File: src/rtl/poc_print_arbiter_pkg.sv
// Shared types and constants for the poc print arbiter.
// Optional build macro: POC_ARB_IRQ_EN (interrupt-driven completion instead of SR7 polling).
package poc_arb_pkg;

  typedef enum logic [2:0] {
    INIT,
    IDLE,
    SETUP,
    WRITE,
    POLL,
    DONE
  } state_t;

  localparam logic [2:0] SR_MODE_ADDR  = 3'd0;
  localparam logic [2:0] SR_READY_ADDR = 3'd7;

  // SR7 reads 1 when the poc can take a new byte; writing 0 starts the print.
  localparam logic POC_READY = 1'b1;
  localparam logic POC_BUSY  = 1'b0;

endpackage

File: src/rtl/poc_print_arbiter_if.sv
// Requester-side and poc-side signal bundle of the print arbiter.
interface poc_print_arbiter_if #(
  parameter int N_REQ = 4
);

  logic [N_REQ-1:0]   req;
  logic [8*N_REQ-1:0] req_data;
  logic [N_REQ-1:0]   grant;
  logic               done;
  logic               busy;
  logic [7:0]         poc_data;
  logic               poc_rw;
  logic               poc_reg_in;
  logic [2:0]         poc_addr;
  logic               poc_reg_out;
  logic               poc_irq;

  modport master (
    input  req, req_data, poc_reg_out, poc_irq,
    output grant, done, busy, poc_data, poc_rw, poc_reg_in, poc_addr
  );

  modport slave (
    output req, req_data, poc_reg_out, poc_irq,
    input  grant, done, busy, poc_data, poc_rw, poc_reg_in, poc_addr
  );

endinterface

File: src/rtl/poc_print_arbiter_rr_pick.sv
// Combinational round-robin selector: first active request after ptr, with wrap.
module rr_pick #(
  parameter  int N  = 4,
  localparam int IW = $clog2(N)
) (
  input  logic [N-1:0]  req,
  input  logic [IW-1:0] ptr,
  output logic [N-1:0]  onehot,
  output logic [IW-1:0] idx,
  output logic          valid
);

  logic [IW-1:0] cand;

  always_comb begin
    onehot = '0;
    idx    = '0;
    valid  = 1'b0;
    cand   = '0;
    for (int k = 1; k <= N; k++) begin
      cand = IW'((int'(ptr) + k) % N);
      if (!valid && req[cand]) begin
        valid        = 1'b1;
        onehot[cand] = 1'b1;
        idx          = cand;
      end
    end
  end

endmodule

File: src/rtl/poc_print_arbiter.sv
// Round-robin arbiter sharing one poc printer controller among N_REQ requesters.
// Optional build macro: POC_ARB_IRQ_EN (INIT write of SR0, completion on poc_irq low).
module poc_print_arbiter
  import poc_arb_pkg::*;
#(
  parameter int N_REQ        = 4,
  parameter int SETUP_CYCLES = 3,
  parameter int POLL_SKIP    = 2
) (
  input logic                 clk,
  input logic                 rst,
  poc_print_arbiter_if.master bus
);

  localparam int IW      = $clog2(N_REQ);
  localparam int CNT_MAX = (SETUP_CYCLES > POLL_SKIP) ? SETUP_CYCLES : POLL_SKIP;
  localparam int CW      = $clog2(CNT_MAX + 1);

`ifdef POC_ARB_IRQ_EN
  localparam state_t RST_STATE = INIT;
`else
  localparam state_t RST_STATE = IDLE;
`endif

  state_t           state_q, state_n;
  logic [CW-1:0]    cnt_q, cnt_n;
  logic [IW-1:0]    ptr_q, ptr_n;
  logic [IW-1:0]    idx_q, idx_n;
  logic [N_REQ-1:0] grant_q, grant_n;
  logic [7:0]       data_q, data_n;
  logic             done_q, done_n;
  logic             busy_q, busy_n;
  logic             rw_q, rw_n;
  logic             reg_in_q, reg_in_n;
  logic [2:0]       addr_q, addr_n;

  logic [N_REQ-1:0] pick_onehot;
  logic [IW-1:0]    pick_idx;
  logic             pick_valid;
  logic             grant_ok;
  logic             poll_ok;
  logic [7:0]       req_bytes [N_REQ];

  for (genvar g = 0; g < N_REQ; g++) begin : g_bytes
    assign req_bytes[g] = bus.req_data[8*g +: 8];
  end

  rr_pick #(.N(N_REQ)) u_pick (
    .req    (bus.req),
    .ptr    (ptr_q),
    .onehot (pick_onehot),
    .idx    (pick_idx),
    .valid  (pick_valid)
  );

`ifdef POC_ARB_IRQ_EN
  logic reg_out_unused;
  assign reg_out_unused = bus.poc_reg_out;
  assign grant_ok       = (bus.poc_irq == 1'b0);
  assign poll_ok        = (bus.poc_irq == 1'b0);
`else
  logic irq_unused;
  assign irq_unused = bus.poc_irq;
  assign grant_ok   = (bus.poc_reg_out == POC_READY);
  assign poll_ok    = (bus.poc_reg_out == POC_READY);
`endif

  always_ff @(posedge clk) begin
    if (rst) begin
      state_q  <= RST_STATE;
      cnt_q    <= '0;
      ptr_q    <= IW'(N_REQ - 1);
      idx_q    <= '0;
      grant_q  <= '0;
      data_q   <= '0;
      done_q   <= 1'b0;
`ifdef POC_ARB_IRQ_EN
      busy_q   <= 1'b1;
      rw_q     <= 1'b1;
      reg_in_q <= 1'b1;
      addr_q   <= SR_MODE_ADDR;
`else
      busy_q   <= 1'b0;
      rw_q     <= 1'b0;
      reg_in_q <= 1'b0;
      addr_q   <= SR_READY_ADDR;
`endif
    end else begin
      state_q  <= state_n;
      cnt_q    <= cnt_n;
      ptr_q    <= ptr_n;
      idx_q    <= idx_n;
      grant_q  <= grant_n;
      data_q   <= data_n;
      done_q   <= done_n;
      busy_q   <= busy_n;
      rw_q     <= rw_n;
      reg_in_q <= reg_in_n;
      addr_q   <= addr_n;
    end
  end

  // Outputs are registered, so they are derived from the state being entered.
  always_comb begin
    state_n = state_q;
    cnt_n   = cnt_q;
    ptr_n   = ptr_q;
    idx_n   = idx_q;
    grant_n = grant_q;
    data_n  = data_q;
    unique case (state_q)
      INIT: state_n = IDLE;
      IDLE: begin
        if (pick_valid && grant_ok) begin
          state_n = SETUP;
          grant_n = pick_onehot;
          idx_n   = pick_idx;
          data_n  = req_bytes[pick_idx];
          cnt_n   = CW'(SETUP_CYCLES - 1);
        end
      end
      SETUP: begin
        if (cnt_q == '0) state_n = WRITE;
        else             cnt_n   = cnt_q - CW'(1);
      end
      WRITE: begin
        state_n = POLL;
        cnt_n   = CW'(POLL_SKIP);
      end
      POLL: begin
        if (cnt_q != '0) cnt_n   = cnt_q - CW'(1);
        else if (poll_ok) state_n = DONE;
      end
      DONE: begin
        state_n = IDLE;
        grant_n = '0;
        ptr_n   = idx_q;
      end
      default: state_n = IDLE;
    endcase

    rw_n     = (state_n == WRITE) || (state_n == INIT);
    addr_n   = (state_n == INIT) ? SR_MODE_ADDR : SR_READY_ADDR;
    reg_in_n = (state_n == INIT) ? 1'b1 : POC_BUSY;
    done_n   = (state_n == DONE);
    busy_n   = (state_n != IDLE);
  end

  assign bus.grant      = grant_q;
  assign bus.done       = done_q;
  assign bus.busy       = busy_q;
  assign bus.poc_data   = data_q;
  assign bus.poc_rw     = rw_q;
  assign bus.poc_reg_in = reg_in_q;
  assign bus.poc_addr   = addr_q;

endmodule
File: src/flat_wrapper.sv
// flat-port wrapper written by rule: the top's interface ports become plain ports
module poc_print_arbiter_flat import poc_arb_pkg::*;
#(
  parameter int N_REQ        = 4,
  parameter int SETUP_CYCLES = 3,
  parameter int POLL_SKIP    = 2
)
  (clk, rst, bus_req, bus_req_data, bus_poc_reg_out, bus_poc_irq, bus_grant, bus_done, bus_busy, bus_poc_data, bus_poc_rw, bus_poc_reg_in, bus_poc_addr);
  poc_print_arbiter_if #(.N_REQ(N_REQ)) bus_i ();
  input logic clk;
  input logic rst;
  input wire logic [$bits(bus_i.req)-1:0] bus_req;
  input wire logic [$bits(bus_i.req_data)-1:0] bus_req_data;
  input wire logic [$bits(bus_i.poc_reg_out)-1:0] bus_poc_reg_out;
  input wire logic [$bits(bus_i.poc_irq)-1:0] bus_poc_irq;
  output wire logic [$bits(bus_i.grant)-1:0] bus_grant;
  output wire logic [$bits(bus_i.done)-1:0] bus_done;
  output wire logic [$bits(bus_i.busy)-1:0] bus_busy;
  output wire logic [$bits(bus_i.poc_data)-1:0] bus_poc_data;
  output wire logic [$bits(bus_i.poc_rw)-1:0] bus_poc_rw;
  output wire logic [$bits(bus_i.poc_reg_in)-1:0] bus_poc_reg_in;
  output wire logic [$bits(bus_i.poc_addr)-1:0] bus_poc_addr;
  assign bus_i.req = bus_req;
  assign bus_i.req_data = bus_req_data;
  assign bus_i.poc_reg_out = bus_poc_reg_out;
  assign bus_i.poc_irq = bus_poc_irq;
  assign bus_grant = bus_i.grant;
  assign bus_done = bus_i.done;
  assign bus_busy = bus_i.busy;
  assign bus_poc_data = bus_i.poc_data;
  assign bus_poc_rw = bus_i.poc_rw;
  assign bus_poc_reg_in = bus_i.poc_reg_in;
  assign bus_poc_addr = bus_i.poc_addr;
  poc_print_arbiter #(.N_REQ(N_REQ), .SETUP_CYCLES(SETUP_CYCLES), .POLL_SKIP(POLL_SKIP)) u_core (.clk(clk), .rst(rst), .bus(bus_i));
endmodule
File: config.mk
export PLATFORM = sky130hd
export DESIGN_NAME = poc_print_arbiter_flat
export DESIGN_NICKNAME = d
export VERILOG_FILES = /design/src/rtl/poc_print_arbiter_pkg.sv /design/src/rtl/poc_print_arbiter_if.sv /design/src/rtl/poc_print_arbiter_rr_pick.sv /design/src/rtl/poc_print_arbiter.sv /design/src/flat_wrapper.sv
export SDC_FILE = /design/constraint.sdc
export NUM_CORES = 1
export LEC_CHECK = 0
export ABC_AREA = 1
export CAP_MARGIN = 5
export CORE_ASPECT_RATIO = 1.4
export CORE_MARGIN = 1.5
export CORE_UTILIZATION = 52
export CTS_BUF_LIST = sky130_fd_sc_hd__clkbuf_4
export DETAILED_ROUTE_END_ITERATION = 16
export PLACE_DENSITY_LB_ADDON = 0.05
export SLEW_MARGIN = 20
export SYNTH_ARGS = -nofsm -noshare
export SYNTH_HDL_FRONTEND = slang
export SYNTH_SLANG_ARGS = --single-unit
File: constraint.sdc
create_clock -name clk -period 3.75 [get_ports clk]
set_clock_uncertainty 0.1 [all_clocks]
set_input_delay 0.5625 -clock clk [delete_from_list [all_inputs] [get_ports clk]]
set_output_delay 0.5625 -clock clk [all_outputs]
set_load 0.01 [all_outputs]
Yosys cells after proc, flatten, opt, wreduce, memory -nomap -nowiden --
Index checks and enable logic that the tools add are counted. W data, S select, Z words.
Cells by class: $add $sub $neg 5, multiply operators 0, divide/modulo/power cells 0, magnitude comparators 9, eq/ne operators 11, shift operators 0, muxes and demuxes 44, bitwise gates (word level) 4, reduce and logical (&&, ||, !) cells 20
Operator list (count):
- $mux W4 | 5
- $bmux W8 S2 | 1
- $mux W8 | 2
- $mux W3 | 5
- $mux W2 | 7
- $mux W1 | 13
- $lt A2 B3 Y1 const B | 4
- $or A4 B4 Y4 | 3
- $pmux W3 S4 | 1
- $eq A3 B2 Y1 const B | 3
- $eq A3 B3 Y1 const B | 3
- $bmux W1 S2 | 4
- $demux W1 S2 | 4
- $ge A2 B1 Y1 const B | 4
- $logic_and A1 B1 Y1 | 8
- $pmux W2 S4 | 1
- $pmux W4 S2 | 1
- $add A2 B1 Y2 const B | 2
- $add A2 B2 Y2 const B | 2
- $ne A2 B1 Y1 const B | 2
- $reduce_and A2 Y1 | 2
- $reduce_and A4 Y1 | 1
- $reduce_bool A2 Y1 | 2
- $reduce_bool A4 Y1 | 1
- other kinds (10) | 12
Word-level totals: register bits 28, latch bits 0, bits in writable memories 0, memory bits (read-only) 0, bits of input ports 40, output and inout bits 19, memories kept 0

Longest topological paths before layout --
Gate-level depths: netlist of the first run.
depth after elaboration 18, gate-level depth with buffers 16, depth with buffers taken out 14

Cells and area by module --
From an unflattened synthesis of the first run, not the netlist that was laid out.
Unflattened totals: cells, all modules 265, area, all modules 1814.2 µm²
By module, submodules not included:
- poc_print_arbiter | times used 1, cells an instance 184, area an instance 1278.7 µm², sequential area each 520.5 µm²
- rr_pick | times used 1, cells an instance 81, area an instance 535.5 µm², sequential area each 0.0 µm²

Least setup slack after synthesis of the first run --
OpenSTA, ideal clock, no wires.
path kind flip-flop to flip-flop, from reg u_core.ptr_q[1], to reg u_core.data_q[4] (netlist: u_core.bus.poc_data[4]), data arrival time 1.997 ns, required time 3.541 ns, setup slack 1.544 ns, cell stages (with the launch flop) 13, path buffers 1, period minus slack after synthesis 2.206 ns, cell sequence dfxtp_1 > inv_1 > ha_1 > inv_1 > nand3_1 > nand2_2 > nand4_1 > nand3_2 > inv_2 > buf_4 > o21a_1 > nand2_1 > inv_1
On the way: cells in the longest elaborated chain, start to end 17, elaborated cells on any way between the ends 32
RTL lines:
- start: declaration | RTL line poc_print_arbiter.sv:27 | logic [IW-1:0] ptr_q, ptr_n;
- start signal: assignment | RTL line poc_print_arbiter.sv:72 | ptr_q <= IW'(N_REQ - 1);
- start signal: assignment | RTL line poc_print_arbiter.sv:91 | ptr_q <= ptr_n;
- $add A2 B1 Y2 | RTL line poc_print_arbiter_rr_pick.sv:21 | cand = IW'((int'(ptr) + k) % N);
- $bmux W1 S2 | RTL line poc_print_arbiter_rr_pick.sv:22 | if (!valid && req[cand]) begin
- $mux W1 (implied by the code) | RTL line poc_print_arbiter_rr_pick.sv:22
- $mux W1 | RTL line poc_print_arbiter_rr_pick.sv:22
- $logic_not A1 Y1 | RTL line poc_print_arbiter_rr_pick.sv:22
- $logic_and A1 B1 Y1 | RTL line poc_print_arbiter_rr_pick.sv:22
- $mux W1 | RTL line poc_print_arbiter_rr_pick.sv:22
- $logic_not A1 Y1 | RTL line poc_print_arbiter_rr_pick.sv:22
- $logic_and A1 B1 Y1 | RTL line poc_print_arbiter_rr_pick.sv:22
- $mux W1 | RTL line poc_print_arbiter_rr_pick.sv:22
- $logic_not A1 Y1 | RTL line poc_print_arbiter_rr_pick.sv:22
- $logic_and A1 B1 Y1 | RTL line poc_print_arbiter_rr_pick.sv:22
- $mux W2 | RTL line poc_print_arbiter_rr_pick.sv:22
- $not A2 Y3 (implied by the code) | RTL line poc_print_arbiter.sv:118 | data_n = req_bytes[pick_idx];
- $bmux W8 S2 | RTL line poc_print_arbiter.sv:118
- $mux W8 (implied by the code) (2 in a row) | RTL line poc_print_arbiter.sv:118
- end signal: assignment | RTL line poc_print_arbiter.sv:94 | data_q <= data_n;
- end: declaration | RTL line poc_print_arbiter.sv:30 | logic [7:0] data_q, data_n;
Parallel ways exist; a longest one is shown, timed or not. The select of a mux whose other input is x is not followed. A chain may end at the register's enable or synchronous reset.

Worst setup path after layout of the first run --
from reg u_core.ptr_q[0], to reg u_core.data_q[3] (netlist: u_core.bus.poc_data[3])
The elaborated chain is that of the path after synthesis.

==> results of run 1 <==
[sequential cells by signal, summed over array words and instances, names as in the netlist]
signal / cells
u_core.bus.poc_data: 8
u_core.bus.grant: 4
u_core.bus.poc_rw: 1
u_core.bus.busy: 1
u_core.cnt_q: 2
u_core.bus.poc_addr: 1
u_core.idx_q: 2
u_core.bus.done: 1
u_core.ptr_q: 2
u_core.state_q: 3
u_core.bus.poc_reg_in: 1
[final cells by class]
| cell class | instances | area, um2 | share of cell area |
|---|---|---|---|
| tap | 42 | 52.55 | 0.02095 |
| sequential | 26 | 520.5 | 0.2075 |
| multi-input combinational | 204 | 1091 | 0.4349 |
| inverter | 65 | 251.5 | 0.1002 |
| clock buffer | 3 | 22.52 | 0.008978 |
| timing repair buffer | 57 | 570.5 | 0.2274 |
[per-stage QoR]
step           setup WS [ps]  power, uW
6_report                1044       1017
3_5_place_dp            1060      909.0
2_1_floorplan           1544      750.2
5_1_grt                796.4       1105
4_1_cts                 1023       1024
3_3_place_gp            1098      894.2
[final timing paths]
kind / from / endpoint / cells after the start
min: u_core.bus.grant[1] / u_core.bus.grant[1] / 2
max: u_core.ptr_q[0] / u_core.bus.poc_data[3] / 12
max reg2reg: u_core.ptr_q[0] / u_core.bus.poc_data[3] / 12
min reg2reg: u_core.bus.grant[1] / u_core.bus.grant[1] / 2
[layer usage]
| layer | vias to the layer above | part of all wire | track usage |
|---|---|---|---|
| met4 | 0 | 0.013 | 0.07222 |
| li1 | 1047 | - | - |
| met5 | - | 0 | 0 |
| met1 | 869 | 0.42 | 0.2573 |
| met3 | 4 | 0.047 | 0.01984 |
| met2 | 60 | 0.52 | 0.3757 |
[placed cells by master (no fill, tap or decap)]
cell / count
conb_1: 2
nand2_2: 6
nand2_1: 68
o31ai_1: 1
inv_6: 1
dfxtp_1: 26
o21ai_0: 6
a21oi_1: 13
inv_2: 1
o21ai_2: 1
o21ai_1: 2
nand4_1: 2
o21ai_4: 1
inv_1: 62
a21oi_4: 1
nor3_1: 2
clkbuf_4: 3
nand3_1: 55
o211ai_1: 2
nand4_4: 1
nand2_4: 3
inv_4: 1
ha_1: 9
o21a_1: 8
clkdlybuf4s50_1: 57
nor2_2: 2
nand3_2: 2
nor2_1: 17
[worst max-delay path: stages (launching register included)]
cell,delay [ps]
dfxtp_1,670
inv_6,120
ha_1,390
inv_1,100
nand3_1,110
nand2_2,120
o21ai_4,440
nand2_4,210
nand2_1,110
nand3_1,70
nand3_1,110
nand2_1,60
inv_1,40
[logic make-up after synthesis]
group | synth area share
AND/OR/NAND/NOR | 0.3828
buffers and inverters | 0.1685
AO/OA/AOI/OAI | 0.1181
flip-flops | 0.2686
adder cells (fa/ha/maj) | 0.05810
other | 0.003875
[power by group]
group | switching, uW | internal, uW | leakage [uW]
registers | 32.9 | 327 | 0.000214
clock network | 77.7 | 37.7 | 0.0000138
logic | 316 | 226 | 0.00105
==> impl_results.md, run 1 <==
* Status: finished clean
* R2R setup slack at 1040 ps
* RSZ-0062 raised after global routing: false
* First-pass GRT wire length at 6672 um
* Max cap viols at 0
* Yosys cell types at 29
* Die Area at 0.004107 mm2
* Wire length per cell at around 11 um
* Die W at 54.60 um
* CTS Sinks at 26
* # DRC at 0
* CTS tree: done
* Clock buffer depth at 2
* Pwr Density at 405.5 mW/mm2
* Maximum VDD drop at 0.3218 mV
* Synth Flop Type: dfxtp_1
* Num CTS Buffers at 3
* Vias per Instance at 4.987
* Setup CP Type: flip-flop to flip-flop
* Post-route non-filler standard cell count at between 300 and 400
* # port buffers at 57
* Critical Path Start Type: flip-flop
* Clk Tree Root Cell: clkbuf_4
* Synth area leaders: dfxtp_1 27%, nand3_1 14%, nand2_1 13%
* Min Clock Period, post-route at 2706 ps
* Slew Limit Fails at 0
* Syn Inst Count at 305
* Final period utilization at 0.7215
* Rel. slew slack at 0.6484
* H-tree levels at 1
* Initial antenna violation count at 0
* Syn_area_per_cell at 6.354 um2
* Post-route cell area at around 0.0025 mm2
* Sum of negative setup slack at 0 ps
* Post-layout util at 0.6947
* Postcts setup bufs at 0
* Post-DP HPWL at 3244 um
* Post-Place Cells at 394
* Worst Setup End Kind: flip-flop
* Count of state elements after synthesis at 26
* Syn. warnings at 0
* Iteration-0 DRC Markers at 45
* Synthesis-to-layout area growth at 29.44%
* GR Overflow Total at 0
* Final ANT Viol Nets at 0
* Max Fclk at 369.6 MHz
* Syn Nets at between 300 and 400
* Post-synthesis sequential area ratio at 0.2686
* Layout cells sized above 1 at 0.06479
* Max FO, Critical Path at 17
* Count leader, synth: nand2_1
* Nets at between 400 and 500
* DRT Pass-1 Iters at 4
* Hold Fails Final Rpt at 0
* Finish-stage setup viols at 0
* Largest net degree at the start of global routing at 26
* Clock-pin slew on the worst setup and hold paths at 130 ps
* Static leakage at 0.001279 uW
* Core box area at 0.003611 mm2
* Asr flop ratio synth at 0
* Post-CTS sizing at 0
* Hold slack at about 390 ps
* CP arrival at 2880 ps
* Final WL at 4188 um
* Total global-route track usage at 0.2114
* Clock Latency Late Sink at 320 ps
* # hold bufs at CTS at 0
* Cell Area, Synth at a little under 0.002 mm2
* Placer Congestion at just under 0.9
* Yosys top cell by area: dfxtp_1
* I/O pin count at 59
* Synth top area share at 0.2686
* Actual slew at the worst max-slew pin at 526.7 ps
* Routed vias at 1980
* Starting Density at 0.5367
* Die Ht at 75.24 um
* Critical Path RT at just under 4000 ps
* Hold Path Class: flip-flop to flip-flop
* Post-DP Area at between 0.002 and 0.0025 mm2
* FILL cells at between 300 and 400
* Post-synth top cells: 68 x nand2_1, 62 x inv_1, 55 x nand3_1, 26 x dfxtp_1, 17 x nor2_1
* Vias in the first global route at ~1600
* Number of synthesized flops with an enable pin at 0
* Rows at 26
* Number of diodes at 0
Power figures use the tool's default switching activity.
==> run 2: changes to the inputs <==
Settings changed: CORE_UTILIZATION 52 to 44.
Clock period 3.75 ns to 2.4 ns, I/O delays scaled along.
==> run 2 against run 1 <==
Worst hold slack improved by 4.1 ps. First-iteration DRC count rose by 84%. Global-route usage fell by 1.8 points. Core utilization fell by 6.0 points. Non-clock buffer count rose by 8. Sequential cell count did not move. Sequential power rose by 54%. Via count fell by 0.15%. Cell area rose by 7.2%. Highest routed layer unchanged. Critical path depth rose by 2. Final cell count rose by 7.1%.
==> impl_results.md, run 2 (synthesized netlist as in run 1, its figures left out) <==
* Final period utilization at 0.8949
* Wire length per cell at 10.40 um
* CTS Sinks at 26
* Vias per Instance at 4.652
* Maximum VDD drop at 0.2641 mV
* Routed vias at approximately 2000
* FILL cells at 414
* Slew Limit Fails at 0
* Final WS setup at approximately 250 ps
* Hold depth at 2
* Comb pwr share at 0.524
* RSZ-0062 raised after global routing: false
* HP Start: u_core.idx_q[0]
* Vias in the first global route at 1809
* Die Ht at 81.53 um
* Actual slew at the worst max-slew pin at 500.1 ps
* Status: finished clean
* First-pass GRT wire length at 7445 um
* Max FO, Critical Path at 8
* R2R Path Start: u_core.ptr_q[1]
* CTS tree: done
* Setup CP Type: flip-flop to flip-flop
* Initial antenna violation count at 0
* # DRC at 0
* # port buffers at 57
* Clk pwr share at 0.165
* Hold Fails Final Rpt at 0
* Sum of negative setup slack at 0 ps
* Sw frac at 0.3918
* Die W at roughly 59 um
* H-tree levels at 1
* Clock-pin slew on the worst setup and hold paths at 140 ps
* DRT Pass-1 Iters at 4
* Final WL at 4418 um
* R2R setup slack at between 200 and 300 ps
* Most frequent cells in the layout: 67 x nand2_1, 62 x inv_1, 57 x clkdlybuf4s50_1
* Largest net degree at the start of global routing at 26
* Post-DP HPWL at between 3000 and 4000 um
* Static leakage at 0.001342 uW
* Post-DP Area at 0.002594 mm2
* Final Total Pwr at 1787 uW
* Die Area at 0.004817 mm2
* Max FFs per register at 8
* Internal power at 1087 uW
* Hold Path Class: flip-flop to flip-flop
* Clock Latency Late Sink at between 300 and 400 ps
* P_sw at 700.0 uW
* GR Overflow Total at 0
* Nets at 415
* Pwr Density at around 660 mW/mm2
* Critical Path Start Type: flip-flop
* Max Fclk at around 470 MHz
* Synthesis-to-layout area growth at 38.73%
* Finish-stage setup viols at 0
* Reg2Reg Depth at 14
* Layout cells sized above 1 at 0.1041
* Hold endpoint: u_core.ptr_q[0]
* Min Clock Period, post-route at 2148 ps
* I/O pin count at 59
* Iteration-0 DRC Markers at 83
* Seq pwr share at 0.311
* Clock buffer depth at 2
* Pre-CTS setup slack at 26.56 ps
* Commonest non-fill, non-tap cell in the layout: nand2_1
* Clk Tree Root Cell: clkbuf_4
* R2R Path End: u_core.bus.poc_data[7]
* Total global-route track usage at 0.1937
* Post-route cell area at 0.002689 mm2
* Rows at 28
* Worst Setup End Kind: flip-flop
* Critical Path RT at around 2600 ps
* CP arrival at 2320 ps
* Final ANT Viol Nets at 0
* Rel. slew slack at 0.6640
* Placer Congestion at 0.8897
* Number of diodes at 0
* Post-layout util at 0.6343
* Starting Density at 0.4572
* Max cap viols at 0
* Core box area at 0.004239 mm2
* Num CTS Buffers at 3
[run 2: final cells by class]
| cell class | count | area (um2) | area share |
|---|---|---|---|
| clock buffers | 3 | 22.52 | 0.008376 |
| repair buffers | 65 | 655.6 | 0.2438 |
| clock inverters | 1 | 30.03 | 0.01117 |
| inverters | 65 | 254.0 | 0.09446 |
| well taps | 60 | 75.07 | 0.02792 |
| multi-input cells | 205 | 1130 | 0.4202 |
| flip-flops and latches | 26 | 521.8 | 0.1940 |
[run 2: worst max-delay path by stage]
stage | from | slack, ps | to | cells past startpoint
final | u_core.ptr_q[1] | 250 | u_core.bus.poc_data[7] | 14
after global routing | u_core.ptr_q[1] | 30 | u_core.bus.poc_data[7] | 14
after CTS | u_core.ptr_q[0] | 120 | u_core.bus.poc_data[2] | 12
after detailed placement | bus_req[2] | 30 | u_core.bus.poc_data[7] | 12
after global placement | bus_req[2] | 80 | u_core.bus.poc_data[7] | 12
after floorplan | u_core.ptr_q[1] | 190 | u_core.bus.poc_data[4] | 12
[run 2: repair_timing]
action | 4_1_cts | 5_1_grt
resized for setup | 0 | 10
buffers inserted | 0 | 0
hold buffers | 0 | 0
endpoints found under the setup margin | 0 | 13
[run 2: critical path, stage by stage, from the launching register on]
cell,delay (ps)
dfxtp_1,360
inv_1,60
ha_2,370
inv_1,90
nand3_1,140
nand2_4,110
nor2_4,130
nand2_1,80
nand2_2,120
nand2_1,100
o21ai_4,130
nand3_1,110
nand3_1,100
nand2_1,50
inv_1,40
[run 2: per-stage QoR]
stage	instances	hold slack (ps)
6_report	425	396.7
5_1_grt	425	419.5
4_1_cts	424	398.1
3_5_place_dp	420	368.0
3_3_place_gp	420	361.7
2_1_floorplan	305	340.8
[run 2: power by group through the flow]
stage | sequential, uW | clock [uW] | combinational, uW
4_1_cts | 558 | 304 | 907
3_3_place_gp | 566 | 0 | 889
6_report | 556 | 295 | 937
2_1_floorplan | 583 | 0 | 590
3_5_place_dp | 567 | 0 | 903
5_1_grt | 568 | 317 | 1060
[run 2: routing by layer]
layer  GRT usage  part of all wire  vias to the layer above
li1            -                 -                     1073
met1      0.2330              0.44                      847
met2      0.3444              0.50                       49
met3     0.01890             0.036                        8
met4     0.08182             0.019                        0
met5           0                 0                        -
